==> src/rtl/pattern_sweeper_pkg.sv <==
`default_nettype none
// ============================================================================
// Module      : pattern_sweeper_pkg
// Description : Shared types and sizing constants for the pattern sweeper:
//               FSM state encoding, vector count/width, result width and
//               hold-counter width.
// Revision    : 1.0 - initial release
// ============================================================================
package pattern_sweeper_pkg;

    localparam int VEC_COUNT = 16;   // number of input vectors in one sweep
    localparam int VEC_W     = 4;    // width of the vector index / stimulus
    localparam int RES_W     = 3;    // width of one captured result {g,f,e}
    localparam int CNT_W     = 16;   // width of the hold counter

    typedef enum logic [1:0] {
        ST_IDLE   = 2'd0,
        ST_DRIVE  = 2'd1,
        ST_SAMPLE = 2'd2,
        ST_DONE   = 2'd3
    } state_t;

endpackage : pattern_sweeper_pkg
`default_nettype wire

==> src/rtl/pattern_sweeper_if.sv <==
`default_nettype none
// ============================================================================
// Module      : pattern_sweeper_if
// Description : Control, stimulus/response and result-readback signals of
//               the pattern sweeper. The slave modport is the sweeper side,
//               the master modport is the controlling/environment side.
// Revision    : 1.0 - initial release
// ============================================================================
interface pattern_sweeper_if;
    import pattern_sweeper_pkg::*;

    // sweep control
    logic               start;
    logic               continuous;
    logic               abort;
    // stimulus to the logic block under test
    logic               a;
    logic               b;
    logic               c;
    logic               d;
    // responses from the logic block under test
    logic               e_in;
    logic               f_in;
    logic               g_in;
    // status
    logic               busy;
    logic               done;
    logic [VEC_W-1:0]   vec_idx;
    // result-memory readback
    logic [VEC_W-1:0]   rd_addr;
    logic [RES_W-1:0]   rd_data;

    modport slave (
        input  start, continuous, abort, e_in, f_in, g_in, rd_addr,
        output a, b, c, d, busy, done, vec_idx, rd_data
    );

    modport master (
        output start, continuous, abort, e_in, f_in, g_in, rd_addr,
        input  a, b, c, d, busy, done, vec_idx, rd_data
    );

endinterface : pattern_sweeper_if
`default_nettype wire

==> src/rtl/pattern_sweeper_hold_timer.sv <==
`default_nettype none
// ============================================================================
// Module      : hold_timer
// Description : Loadable down-counter with a zero flag. Load has priority
//               over decrement; the count saturates at zero.
// Revision    : 1.0 - initial release
// ============================================================================
module hold_timer
    import pattern_sweeper_pkg::*;
#(
    parameter int WIDTH = CNT_W
) (
    input  wire logic             clk,
    input  wire logic             rst_n,
    input  wire logic             load_i,
    input  wire logic [WIDTH-1:0] load_val_i,
    input  wire logic             dec_i,
    output logic                  zero_o
);

    logic [WIDTH-1:0] cnt_q;
    logic [WIDTH-1:0] cnt_d;

    // next count: reload, step down, or hold
    always_comb begin
        cnt_d = cnt_q;
        if (load_i) begin
            cnt_d = load_val_i;
        end else if (dec_i && (cnt_q != '0)) begin
            cnt_d = cnt_q - WIDTH'(1);
        end
    end

    // count register
    always_ff @(posedge clk or negedge rst_n) begin
        if (!rst_n) begin
            cnt_q <= '0;
        end else begin
            cnt_q <= cnt_d;
        end
    end

    assign zero_o = (cnt_q == '0);

endmodule : hold_timer
`default_nettype wire

==> src/rtl/pattern_sweeper.sv <==
`default_nettype none
// ============================================================================
// Module      : pattern_sweeper
// Description : Walks a 4-input logic block through all 16 input vectors,
//               holds each for HOLD_CYCLES cycles, samples the 3 returned
//               bits into a 16x3 result memory, and supports single-shot,
//               continuous and aborted sweeps plus registered readback.
// Revision    : 1.0 - initial release
// ============================================================================
module pattern_sweeper
    import pattern_sweeper_pkg::*;
#(
    parameter int HOLD_CYCLES = 50   // legal range 1..65535
) (
    input  wire logic         clk,
    input  wire logic         rst_n,
    pattern_sweeper_if.slave  bus
);

    localparam logic [CNT_W-1:0] HOLD_RELOAD = CNT_W'(HOLD_CYCLES - 1);
    localparam logic [VEC_W-1:0] LAST_VEC    = VEC_W'(VEC_COUNT - 1);

    state_t             state_q;
    state_t             state_d;
    logic [VEC_W-1:0]   vec_q;
    logic [VEC_W-1:0]   vec_d;
    logic               done_q;
    logic               done_d;
    logic               timer_load;
    logic               timer_dec;
    logic               timer_zero;
    logic               wr_en;
    logic               busy_w;

    logic [RES_W-1:0]   mem_q [VEC_COUNT];
    logic [RES_W-1:0]   rd_data_q;

    hold_timer #(
        .WIDTH      (CNT_W)
    ) u_hold_timer (
        .clk        (clk),
        .rst_n      (rst_n),
        .load_i     (timer_load),
        .load_val_i (HOLD_RELOAD),
        .dec_i      (timer_dec),
        .zero_o     (timer_zero)
    );

    // next state, vector index, timer control, memory write and done pulse
    always_comb begin
        state_d    = state_q;
        vec_d      = vec_q;
        done_d     = 1'b0;
        timer_load = 1'b0;
        timer_dec  = 1'b0;
        wr_en      = 1'b0;

        case (state_q)
            ST_IDLE: begin
                if (bus.start) begin
                    state_d    = ST_DRIVE;
                    vec_d      = '0;
                    timer_load = 1'b1;
                end
            end
            ST_DRIVE: begin
                if (timer_zero) begin
                    state_d = ST_SAMPLE;
                end else begin
                    timer_dec = 1'b1;
                end
            end
            ST_SAMPLE: begin
                wr_en = 1'b1;
                if (vec_q != LAST_VEC) begin
                    vec_d      = vec_q + VEC_W'(1);
                    timer_load = 1'b1;
                    state_d    = ST_DRIVE;
                end else begin
                    // done is registered so that in continuous mode it lands
                    // on the first DRIVE cycle of the following sweep
                    vec_d  = '0;
                    done_d = 1'b1;
                    if (bus.continuous) begin
                        timer_load = 1'b1;
                        state_d    = ST_DRIVE;
                    end else begin
                        state_d    = ST_DONE;
                    end
                end
            end
            ST_DONE: begin
                state_d = ST_IDLE;
            end
            default: begin
                state_d = ST_IDLE;
            end
        endcase

        // abort overrides everything, including start and sweep completion
        if (bus.abort) begin
            state_d    = ST_IDLE;
            vec_d      = '0;
            done_d     = 1'b0;
            timer_load = 1'b0;
            timer_dec  = 1'b0;
            wr_en      = 1'b0;
        end
    end

    // FSM state, vector index and done pulse registers
    always_ff @(posedge clk or negedge rst_n) begin
        if (!rst_n) begin
            state_q <= ST_IDLE;
            vec_q   <= '0;
            done_q  <= 1'b0;
        end else begin
            state_q <= state_d;
            vec_q   <= vec_d;
            done_q  <= done_d;
        end
    end

    // result memory: capture {g,f,e} for the current vector in SAMPLE
    always_ff @(posedge clk or negedge rst_n) begin
        if (!rst_n) begin
            for (int i = 0; i < VEC_COUNT; i++) begin
                mem_q[i] <= '0;
            end
        end else if (wr_en) begin
            mem_q[vec_q] <= {bus.g_in, bus.f_in, bus.e_in};
        end
    end

    // registered readback; same-cycle write is not visible (returns old value)
    always_ff @(posedge clk or negedge rst_n) begin
        if (!rst_n) begin
            rd_data_q <= '0;
        end else begin
            rd_data_q <= mem_q[bus.rd_addr];
        end
    end

    assign busy_w      = (state_q == ST_DRIVE) || (state_q == ST_SAMPLE);
    assign bus.busy    = busy_w;
    assign bus.done    = done_q;
    assign bus.vec_idx = vec_q;
    assign bus.a       = busy_w & vec_q[0];
    assign bus.b       = busy_w & vec_q[1];
    assign bus.c       = busy_w & vec_q[2];
    assign bus.d       = busy_w & vec_q[3];
    assign bus.rd_data = rd_data_q;

endmodule : pattern_sweeper
`default_nettype wire

==> src/flat_wrapper.sv <==
// flat-port wrapper written by rule: the top's interface ports become plain ports
module pattern_sweeper_flat import pattern_sweeper_pkg::*;
#(
    parameter int HOLD_CYCLES = 50                          
)
  (clk, rst_n, bus_start, bus_continuous, bus_abort, bus_e_in, bus_f_in, bus_g_in, bus_rd_addr, bus_a, bus_b, bus_c, bus_d, bus_busy, bus_done, bus_vec_idx, bus_rd_data);
  pattern_sweeper_if bus_i ();
  input  wire logic clk;
  input  wire logic rst_n;
  input wire logic [$bits(bus_i.start)-1:0] bus_start;
  input wire logic [$bits(bus_i.continuous)-1:0] bus_continuous;
  input wire logic [$bits(bus_i.abort)-1:0] bus_abort;
  input wire logic [$bits(bus_i.e_in)-1:0] bus_e_in;
  input wire logic [$bits(bus_i.f_in)-1:0] bus_f_in;
  input wire logic [$bits(bus_i.g_in)-1:0] bus_g_in;
  input wire logic [$bits(bus_i.rd_addr)-1:0] bus_rd_addr;
  output wire logic [$bits(bus_i.a)-1:0] bus_a;
  output wire logic [$bits(bus_i.b)-1:0] bus_b;
  output wire logic [$bits(bus_i.c)-1:0] bus_c;
  output wire logic [$bits(bus_i.d)-1:0] bus_d;
  output wire logic [$bits(bus_i.busy)-1:0] bus_busy;
  output wire logic [$bits(bus_i.done)-1:0] bus_done;
  output wire logic [$bits(bus_i.vec_idx)-1:0] bus_vec_idx;
  output wire logic [$bits(bus_i.rd_data)-1:0] bus_rd_data;
  assign bus_i.start = bus_start;
  assign bus_i.continuous = bus_continuous;
  assign bus_i.abort = bus_abort;
  assign bus_i.e_in = bus_e_in;
  assign bus_i.f_in = bus_f_in;
  assign bus_i.g_in = bus_g_in;
  assign bus_i.rd_addr = bus_rd_addr;
  assign bus_a = bus_i.a;
  assign bus_b = bus_i.b;
  assign bus_c = bus_i.c;
  assign bus_d = bus_i.d;
  assign bus_busy = bus_i.busy;
  assign bus_done = bus_i.done;
  assign bus_vec_idx = bus_i.vec_idx;
  assign bus_rd_data = bus_i.rd_data;
  pattern_sweeper #(.HOLD_CYCLES(HOLD_CYCLES)) u_core (.clk(clk), .rst_n(rst_n), .bus(bus_i));
endmodule
==> config.mk <==
export PLATFORM = sky130hd
export DESIGN_NAME = pattern_sweeper_flat
export DESIGN_NICKNAME = d
export VERILOG_FILES = /design/src/rtl/pattern_sweeper_pkg.sv /design/src/rtl/pattern_sweeper_if.sv /design/src/rtl/pattern_sweeper_hold_timer.sv /design/src/rtl/pattern_sweeper.sv /design/src/flat_wrapper.sv
export SDC_FILE = /design/constraint.sdc
export NUM_CORES = 1
export LEC_CHECK = 0
export CAP_MARGIN = 0
export CORE_UTILIZATION = 50
export CTS_BUF_LIST = sky130_fd_sc_hd__clkbuf_16
export DETAILED_ROUTE_END_ITERATION = 10
export GPL_TIMING_DRIVEN = 0
export PLACE_DENSITY = 0.78
export SETUP_SLACK_MARGIN = 0.05
export SYNTH_ARGS = -nofsm -noshare
export SYNTH_HDL_FRONTEND = slang
export SYNTH_SLANG_ARGS = --single-unit
export TNS_END_PERCENT = 5
==> constraint.sdc <==
create_clock -name clk -period 2.4 [get_ports clk]
set_input_delay 0.48 -clock clk [delete_from_list [all_inputs] [get_ports clk]]
set_output_delay 0.48 -clock clk [all_outputs]
set_load 0.03 [all_outputs]
Yosys cells after proc, flatten, opt, wreduce, memory -nomap -nowiden
Index checks and enable logic that the tools add are counted.

cells by class
  add/sub/neg operators = 2
  order comparisons = 3
  eq/ne operators = 6
  multiplexer cells = 31
  bitwise logic cells = 6
  reduce and logical (&&, ||, !) cells = 10

operator list
  cell                                                                      number
  48-bit bitwise mux                                                        1
  16-bit two-way mux                                                        2
  16-bit logical NOT                                                        1
  16-bit nonzero test                                                       1
  16-bit by 1-bit subtractor with 16-bit output (second input constant)     1
  3-bit binary-select mux with 4-bit select                                 1
  3-bit demux with 4-bit select                                             1
  1-bit two-way mux                                                         12
  4-bit two-way mux                                                         3
  5-bit >= comparator (second input constant)                               2
  2-bit two-way mux                                                         5
  4-bit NOT with 5-bit output                                               2
  3-bit two-way mux                                                         3
  2-bit one-hot mux with 4 select lines                                     1
  4-bit one-hot mux with 2 select lines                                     1
  5-bit by 1-bit < comparator with 1-bit output (second input constant)     1
  4-bit by 1-bit adder with 4-bit output (second input constant)            1
  1-bit bitwise AND                                                         4
  2-bit equality test (second input constant)                               2
  4-bit inequality test (second input constant)                             1
  2-bit AND reduction                                                       2
  3-bit by 2-bit inequality test with 1-bit output (second input constant)  1
  3-bit inequality test (second input constant)                             1
  3-bit nonzero test                                                        1
  6 further kinds                                                           7

word-level totals
  register bits after elaboration = 74
  output and inout port bits = 13
  logic and storage cells = 79

Depth between registers and ports, before layout
Gate-level depths: netlist (run 1).

  depth in word-level cells = 7
  depth in mapped cells = 7
  mapped depth without buffers = 6

Cells and area by module
Synthesis (run 1) repeated with hierarchy kept, for this count alone.

second synthesis, totals
  cells, all modules = 344
  area, all modules = 3923.8 um^2

modules (own cells, without submodules)
  module           times used  cells an instance  area each (um^2)  seq. area each (um^2)
  pattern_sweeper  1           220                2860.2            1451.4
  hold_timer       1           124                1063.5            400.4

Least setup slack after synthesis (run 1)
OpenSTA, ideal clock, no wires.

  path kind = reg-to-reg
  start point = register u_core.vec_q[0], in the netlist u_core.bus.vec_idx[0]
  end point = register u_core.u_hold_timer.cnt_q[10]
  setup time = 0.138 ns
  data arrival time = 1.827 ns
  path slack = 0.435 ns
  stages on the path, launching flop included = 7
  clock period less this slack = 1.965 ns
  path through = dfrtp_1 > ha_1 > clkbuf_1 > and3_1 > a211oi_1 > clkbuf_1 > a21oi_1

on the way
  word-level cells in the longest chain between the ends = 5
  elaborated cells between the ends (all ways) = 6
  classes of those cells = eq/ne (1); mux (4); reduce/logical (1)

ends and longest elaborated chain
  element                                                   line                              source
  start, declared                                           pattern_sweeper.sv:25             logic [VEC_W-1:0] vec_q;
  start signal, assigned                                    pattern_sweeper.sv:119            vec_q <= vec_d;
  4-bit inequality test *                                   pattern_sweeper.sv:75             if (vec_q != LAST_VEC) begin
  1-bit two-way mux *                                       pattern_sweeper.sv:75
  1-bit one-hot mux with 2 select lines *                   pattern_sweeper.sv:58             case (state_q)
  1-bit two-way mux *                                       pattern_sweeper.sv:101            if (bus.abort) begin
  16-bit two-way mux or 2-bit nonzero test (tied branches)  n/a
  end signal, assigned                                      pattern_sweeper_hold_timer.sv:39  cnt_q <= cnt_d;
  end, declared                                             pattern_sweeper_hold_timer.sv:21  logic [WIDTH-1:0] cnt_q;

Mark *: on every way between the ends. The rest lies on a longest branch, timed or not.
A chain may end at the register's enable or synchronous reset.

Final worst setup path (run 1)
  start point = register u_core.vec_q[0], in the netlist u_core.bus.vec_idx[0]
  end point = register u_core.u_hold_timer.cnt_q[7]

The elaborated chain is that of the path after synthesis.

==> results.yml, run 1 <==
floorplanning:
  std_cell_rows: 31
  fp.dieW_um: 88.79
  placeableCoreArea_um2: 7253
  die_area_um2: 7884
  die_y_um: 88.79
  start_util_pct: 51.92
  io_pins: 25
clock_tree:
  cts_sinks: 74
  htree_num_levels: 3
  cts_root_buf: "clkbuf_16"
  clk_pin_slew_ns: 0.06
  cts_buffers: 9
  clk_latency_ns: 0.33
  hold_buffers: 0
  cts_tree: "done"
  post_cts_buffers: 0
  clockBufferDepth: 2
synthesis:
  synth_area_um2: 3766
  synth_area_leader_cell: "dfrtp_1"
  synth_seq_cells: 74
  yosysMostFrequentCell: "dfrtp_1"
  yosysTopAreaCellShare_pct: 49.17
  async_reset_ff_share_pct: 100.0
  yosysSeqAreaShare_pct: 49.17
  netlist_instances: 319
  synth_edf_count: 0
  synth_area_leaders: "dfrtp_1 (49%), mux2_2 (14%), mux4_2 (7.2%)"
  synth_flop_cell: "dfrtp_1"
  synth_fp_nets: 340
  synth_cell_type_count: 44
  yosysWarnings: 0
  syn_avg_cell_area_um2: 11.81
  yosys-top-cells-count: "dfrtp_1 (74), mux2_2 (46), nand2_1 (30)"
final_layout:
  fillers: 606
  nets: 376
  layout-drive-gt1-share_pct: 23.06
  area_growth_pct: 19.40
  multi_input_area_um2: 1832
  final_cells: 459
  final_area_um2: 4497
  antenna_cells: 0
  seqCellArea_um2: 1852
min_path:
  hp-class: "input port to async pin"
sta:
  setup_viol: 0
  clock_skew_ns: 0.005984
  slew-limit-headroom_pct: 44.11
  rsz0062_at_grt: "true"
  worstMarginPinSlew_ns: 0.8333
  slew_viol_final: 0
  fmax_mhz: 429.4
  period_minus_slack_ns: 2.329
  tns_ns: 0
  hold-worst-slack_ns: 0.09457
  period_share_pct: 97.04
  hold_viol: 0
routing:
  antenna_left: 0
  drt_iter0_drc: 170
  drt-total-wl_um: 7942
  drc: 0
  viasPerCell: 5.974
  num_vias: 2742
  wire_per_inst_um: 17.30
  first_pass_iters: 4
power:
  ir_worst_vdd_mv: 0.5442
  p_leak_uw: 0.002059
  p_total_uw: 3496
  power_density_nw_per_um2: 777.4
global_route:
  grt_pass1_wl_um: 13210
  grt_pass1_vias: 2674
  grt_util_all_layers_pct: 22.91
  grt_max_degree: 42
  gr-total-overflow: 0
  antenna_found_initial: 0
setup_path:
  worstPathRequired_ns: 2.58
  crit_arrival_ns: 2.51
  critPathLaunchType: "flop"
  critical_path_class: "flop to flop"
  crit_fanout: 10
  cp-end-kind: "flop"
placement:
  dpl.cell_count: 443
  place_area_um2: 4148
  gp_congestion: 0.8188
  dp_hpwl_um: 5648
  io_buffers: 24
run_status:
  run_status: "finished, final reports clean"
flow_run:
  drv_cap: 0
[metal layers]
layer  vias up  global-route usage (%)  part of all wire, %
met2        69                   36.08                   49
met1      1392                   31.88                   46
li1       1272                       -                    -
met5         -                       0                    0
met3         9                   4.011                  3.9
met4         0                   8.798                  1.1
[repair_timing]
action / CTS / global route
endpoints found under the hold margin: 0 / 0
endpoints found under the setup margin: 15 / 23
pin swaps: 0 / 0
resized for setup: 5 / 4
[worst paths after layout]
check                                      start                       endpoint  slack [ns]  cells past startpoint
max                        u_core.bus.vec_idx[0]   u_core.u_hold_timer.cnt_q[7]        0.07                      6
min                                        rst_n  u_core.u_hold_timer.cnt_q[15]        0.09                      1
max reg2reg                u_core.bus.vec_idx[0]   u_core.u_hold_timer.cnt_q[7]        0.07                      6
min reg2reg                     u_core.mem_q[24]               u_core.mem_q[24]        0.50                      1
max in group asynchronous                  rst_n               u_core.mem_q[13]        1.75                      2
min in group clk                u_core.mem_q[24]               u_core.mem_q[24]        0.50                      1
[power by group]
part	switching (uW)	internal (uW)
clock network	514	1010
logic	327	232
registers	77.0	1330
total	918	2580
[layout by cell type (no fill, tap or decap), types with 4 or more instances in the layout]
master           count
nor2b_1              4
or3_1                7
ha_1                 9
nand2b_1             5
nand3_1              8
dlygate4sd2_1        4
nor2_1              10
inv_1               10
nand2_1             30
and2_1               5
clkbuf_1            11
o21ai_0             14
clkdlybuf4s50_1     18
mux2_2              46
mux4_2              12
nor4_1               6
dfrtp_1             74
a22oi_1              6
a21oi_1             15
clkbuf_16            9
[critical path, cell delays in order, from the launching register on]
cell and delay [ns]:
dfrtp_1 0.46, ha_1 0.23, clkbuf_1 0.20, and3_1 0.27, a211oi_1 0.45, clkbuf_1 0.48, a21oi_1 0.09
[flip-flops by register name, indices dropped and copies added, names as in the netlist]
name	count
u_core.bus.vec_idx	4
u_core.mem_q	48
u_core.bus.done	1
u_core.bus.rd_data	3
u_core.u_hold_timer.cnt_q	16
u_core.state_q	2
[cell type report]
type / count / share of cell area [%]
multi-input combinational: 222 / 40.73
clock buffer: 9 / 5.008
inverter: 9 / 0.7513
sequential: 74 / 41.18
clock inverter: 7 / 2.643
buffer: 14 / 1.252
tap: 99 / 2.755
timing repair buffer: 25 / 5.676
[kinds of logic after synthesis]
| logic type | after synthesis | share of synthesized area, % |
|---|---|---|
| flops | 74 | 49.17 |
| fa+ha+maj | 9 | 2.990 |
| mux | 62 | 22.06 |
| simple gates | 101 | 15.15 |
| buf+inv | 23 | 2.325 |
| compound gates | 50 | 8.306 |
[per-stage QoR]
stage,worst slack [ns],util [%]
floorplan,0.4347,-
global placement,-1.667,56.94
detailed placement,-0.3096,57.18
CTS,0.05310,61.88
global route,-0.1593,62.00
finish,0.07115,62.00
(Power assumes the default switching activity.)
==> run 2, diff against run 1 <==
Settings changed: CORE_UTILIZATION 50 to 59, PLACE_DENSITY 0.78 to 0.89.
==> run 2 against run 1 <==
  * Register-to-register slack gained 0.03 ns
  * Critical path depth is the same
  * Critical path type is now input port to flop
  * Clock power shrank 8%
==> results.yml, run 2 (same netlist as run 1, synthesis figures left out) <==
routing:
  wire_per_inst_um: 20.34
  num_vias: 2862
  viasPerCell: 6.594
  drc: 0
  drt-total-wl_um: 8828
  drt_iter0_drc: 242
  first_pass_iters: 6
  antenna_left: 0
sta:
  hold_viol: 0
  period_share_pct: 97.12
  clock_skew_ns: 0.006116
  slew_viol_final: 0
  rsz0062_at_grt: "true"
  period_minus_slack_ns: 2.331
  fmax_mhz: 429.0
  slew-limit-headroom_pct: 39.66
  worstMarginPinSlew_ns: 0.9050
  worst_slack_ns: 0.06916
  setup_viol: 0
power:
  p_total_uw: 3406
  power_density_nw_per_um2: 769.3
  ir_worst_vdd_mv: 0.5402
  p_leak_uw: 0.002039
floorplanning:
  fp.dieW_um: 81.90
  die_area_um2: 6707
  placeableCoreArea_um2: 6026
  die_y_um: 81.90
  start_util_pct: 62.50
  std_cell_rows: 28
  io_pins: 25
clock_tree:
  clk_pin_slew_ns: 0.06
  cts_buffers: 9
  htree_num_levels: 3
  clk_latency_ns: 0.33
  cts_root_buf: "clkbuf_16"
  clockBufferDepth: 2
  post_cts_buffers: 0
  cts_tree: "done"
  cts_sinks: 74
placement:
  gp_congestion: 0.8776
  io_buffers: 24
  dp_hpwl_um: 5763
  pre_cts_slack_ns: -0.3306
  place_area_um2: 4098
final_layout:
  nets: 375
  antenna_cells: 0
  final_area_um2: 4427
  final_util_pct: 73.46
  final_common_cell: "dfrtp_1"
  layout-drive-gt1-share_pct: 23.12
  largest_reg_flops: 48
  regMostFlops: "u_core.mem_q"
  area_growth_pct: 17.54
  mostFrequentLayoutCells: "dfrtp_1 (74), mux2_2 (46), nand2_1 (30)"
  fillers: 399
global_route:
  antenna_found_initial: 0
  grt_max_degree: 75
  grt_pass1_wl_um: 14560
  gr-total-overflow: 0
  grt_pass1_vias: 2810
  grt_util_all_layers_pct: 30.28
setup_path:
  cp-end-kind: "flop"
  crit_arrival_ns: 2.55
  crit_fanout: 10
  critical_path_class: "input port to flop"
  worstPathRequired_ns: 2.62
  critPathLaunchType: "input port"
min_path:
  hp-class: "input port to async pin"
flow_run:
  drv_cap: 0
run_status:
  run_status: "finished, final reports clean"
## run 2: through the flow
step | cells | hold WS (ns) | setup TNS [ns]
6_report | 434 | 0.2654 | 0
5_1_grt | 434 | 0.3550 | -0.3606
4_1_cts | 434 | 0.3196 | 0
3_5_place_dp | 418 | 0.4880 | -9.598
2_1_floorplan | 319 | 0.1844 | 0
3_3_place_gp | 418 | 0.4778 | -124.80
## run 2: path summary, 6_finish.rpt
| path | cells after the start | from | end | slack, ns |
|---|---|---|---|---|
| setup / recovery | 6 | bus_abort | u_core.mem_q[31] | 0.07 |
| hold / removal | 1 | rst_n | u_core.state_q[1] | 0.27 |
| setup reg to reg | 6 | u_core.bus.vec_idx[0] | u_core.u_hold_timer.cnt_q[11] | 0.10 |
| hold reg to reg | 1 | u_core.mem_q[47] | u_core.mem_q[47] | 0.50 |
| max in group asynchronous | 1 | rst_n | u_core.mem_q[35] | 1.53 |
| min in group clk | 1 | u_core.mem_q[47] | u_core.mem_q[47] | 0.50 |
## run 2: layer usage
layer	track usage (%)	wire length, um
met1	41.49	3746
met2	47.02	4338
met3	5.778	514
met4	13.33	229
met5	0	0
## run 2: layout make-up
| class | instances | area [um2] | area share [%] |
|---|---|---|---|
| clock buffers | 9 | 225.2 | 5.088 |
| well taps | 75 | 93.84 | 2.120 |
| repair buffers | 24 | 235.2 | 5.314 |
| clock inverters | 7 | 86.33 | 1.950 |
| inverters | 9 | 33.78 | 0.7631 |
| plain buffers | 14 | 57.56 | 1.300 |
| multi-input cells | 222 | 1843 | 41.63 |
| flip-flops and latches | 74 | 1852 | 41.83 |
## run 2: repair_timing
| item | CTS | global route |
|---|---|---|
| hold buffers | 0 | 0 |
| setup endpoints to repair | 35 | 53 |
| resized for setup | 7 | 5 |
| cloned | 0 | 0 |
## run 2: critical path, stage by stage
cell	delay (ns)
clkdlybuf4s50_1	0.42
clkbuf_1	0.23
nand2b_1	0.27
nor3b_1	0.55
nand2_1	0.26
mux2_2	0.33
## run 2: power by group
group / internal [uW] / switching, uW / total (uW) / leakage, uW
sequential: 1330 / 91.8 / 1420 / 0.00101
combinational: 231 / 342 / 573 / 0.000876
clock: 898 / 511 / 1410 / 0.000152
total: 2460 / 945 / 3410 / 0.00204
==> run 3, diff against run 2 <==
Settings changed: ABC_AREA set to 1.
==> run 3 against run 2 <==
  * Design area rose by 0.85%
  * Worst hold slack improved by 0.0021 ns
  * Via count is 26% higher
  * Sequential share of layout area shrank 0.35 points
  * First-iteration DRC count grew 79%
  * Area after synthesis up 2.5%
  * Global-route usage is 1.3 points lower
  * Critical endpoint is now bus_a
==> results.yml, run 3 <==
synthesis:
  synth_fp_nets: 522
  synth_seq_cells: 74
  netlist_instances: 501
  synth_edf_count: 0
  async_reset_ff_share_pct: 100.0
  yosysTopAreaCellShare_pct: 47.99
  synth_area_leaders: "dfrtp_1 (48%), nand2_1 (12%), o21ai_0 (6.6%)"
  synth_cell_type_count: 31
  yosysWarnings: 0
  yosysSeqAreaShare_pct: 47.99
  synth_area_leader_cell: "dfrtp_1"
  yosys-top-cells-count: "nand2_1 (122), dfrtp_1 (74), inv_1 (59), nor2_1 (59), o21ai_0 (51)"
  syn_avg_cell_area_um2: 7.702
  synth_flop_cell: "dfrtp_1"
  synth_area_um2: 3859
  yosysMostFrequentCell: "nand2_1"
clock_tree:
  clockBufferDepth: 2
  post_cts_buffers: 0
  cts_tree: "done"
  cts_buffers: 9
  cts_root_buf: "clkbuf_16"
  clk_pin_slew_ns: 0.06
  hold_buffers: 0
  clk_latency_ns: 0.34
  cts_sinks: 74
  htree_num_levels: 3
final_layout:
  layout-drive-gt1-share_pct: 5.741
  antenna_cells: 0
  regMostFlops: "u_core.mem_q"
  seqCellArea_um2: 1852
  final_area_um2: 4464
  multi_input_area_um2: 1717
  final_common_cell: "nand2_1"
  largest_reg_flops: 48
  nets: 556
  area_growth_pct: 15.69
  final_util_pct: 70.71
  fillers: 488
  mostFrequentLayoutCells: "nand2_1 (122), dfrtp_1 (74), inv_1 (61)"
sta:
  period_share_pct: 91.43
  hold_viol: 0
  slew-limit-headroom_pct: 39.41
  setup_viol: 0
  clock_skew_ns: 0.008285
  fmax_mhz: 455.7
  rsz0062_at_grt: "false"
  worstMarginPinSlew_ns: 0.9089
  slew_viol_final: 0
  period_minus_slack_ns: 2.194
setup_path:
  path_buf_inv: 3
  crit_top_cell: "inv_1"
  slowest_stage: "dfrtp_1"
  critPathLaunchType: "flop"
  worstPathRequired_ns: 1.92
  critical_path_class: "flop to output port"
  cp-end-kind: "output port"
  crit_fanout: 5
  crit_arrival_ns: 1.71
  cp_cell_sequence: "inv_1 > ha_1 > nand2_1 > inv_1 > dlygate4sd2_1"
  max_stage_delay_ns: 0.40
  critical_path.top_delay_family: "buffers and inverters"
min_path:
  hp-class: "input port to async pin"
run_status:
  run_status: "finished, final reports clean"
global_route:
  gr-total-overflow: 0
  grt_util_all_layers_pct: 29.01
  antenna_found_initial: 0
  grt_pass1_vias: 3417
  grt_max_degree: 75
  grt_pass1_wl_um: 15860
routing:
  antenna_left: 0
  first_pass_iters: 6
  drc: 0
  wire_per_inst_um: 15.19
  num_vias: 3599
  drt-total-wl_um: 9370
  drt_iter0_drc: 434
  viasPerCell: 5.833
power:
  comb_power_share_pct: 34.3
  ir_worst_vdd_mv: 0.7206
  internal-power_uw: 2748
  p_leak_uw: 0.002211
  power_density_nw_per_um2: 996.7
  pwr-share-clk_pct: 29.4
  p_sw_share_pct: 38.24
  power.switching_uw: 1702
  p_seq_share_pct: 36.3
floorplanning:
  placeableCoreArea_um2: 6314
  die_area_um2: 6867
  die_y_um: 82.87
  start_util_pct: 61.12
  std_cell_rows: 29
  fp.dieW_um: 82.87
  io_pins: 25
placement:
  dp_hpwl_um: 6249
  place_area_um2: 4183
  gp_congestion: 0.9172
  io_buffers: 23
flow_run:
  drv_cap: 0
-- run 3: logic make-up after synthesis --
family                     share of synthesized area, %
AOI/OAI and AO/OA                                 14.14
buffers and inverters                             7.522
and+or+nand+nor                                   26.52
DFF                                               47.99
adders and majority gates                         2.918
xor gates and xnor gates                         0.9081
-- run 3: path summary, 6_finish.rpt --
path                                   startpoint                       endpoint  slack, ns  depth (start not counted)
worst max register to register  u_core.state_q[0]                u_core.mem_q[4]       0.47                          9
worst min-delay path                        rst_n  u_core.u_hold_timer.cnt_q[12]       0.27                          1
max in group asynchronous                   rst_n               u_core.mem_q[33]       1.54                          1
min in group clk                 u_core.mem_q[46]               u_core.mem_q[46]       0.50                          2
worst max-delay path            u_core.state_q[0]                          bus_a       0.21                          5
worst min register to register   u_core.mem_q[46]               u_core.mem_q[46]       0.50                          2
-- run 3: per-layer routing --
layer	wire length [um]	vias to the layer above	track usage [%]
met5	0	-	0
met4	286	0	13.79
met3	671	37	5.268
met2	4455	162	47.02
met1	3957	1696	37.84
li1	-	1704	-
-- run 3: repair_timing --
item                                    CTS  global route
endpoints found under the hold margin     0             0
resized for setup                         5             0
endpoints found under the setup margin    5             0
-- run 3: layout make-up --
cell class                 instances  area share, %
clock buffer                       9          5.045
buffer                            10          1.205
multi-input combinational        354          38.45
clock inverter                     7          1.401
sequential                        74          41.48
inverter                          63          5.297
timing repair buffer              23          4.961
tap                               77          2.158
-- run 3: per-stage QoR --
stage               cells  power [uW]  setup TNS (ns)  hold WS, ns  setup WS, ns
floorplan             501        2745               0       0.1844        0.6826
global placement      601        3064         -118.34       0.4664        -1.604
detailed placement    601        3128               0       0.4739        0.2748
CTS                   617        4430               0       0.3186        0.1910
global route          617        4703               0       0.3637        0.1137
finish                617        4450               0       0.2675        0.2058
-- run 3: power groups by stage --
stage	combinational, uW	clock, uW	sequential (uW)
global route	1710	1360	1640
finish	1520	1310	1620
CTS	1520	1300	1610
global placement	1450	0	1620
floorplan	1130	0	1610
detailed placement	1500	0	1630
-- run 3: worst register-to-register path: cells and delay by family, from the launching register on --
family	cells	cell delay (ns)
simple gates	4	0.66
buf+inv	3	0.41
flops	1	0.41
fa+ha+maj	1	0.19
compound gates	1	0.15
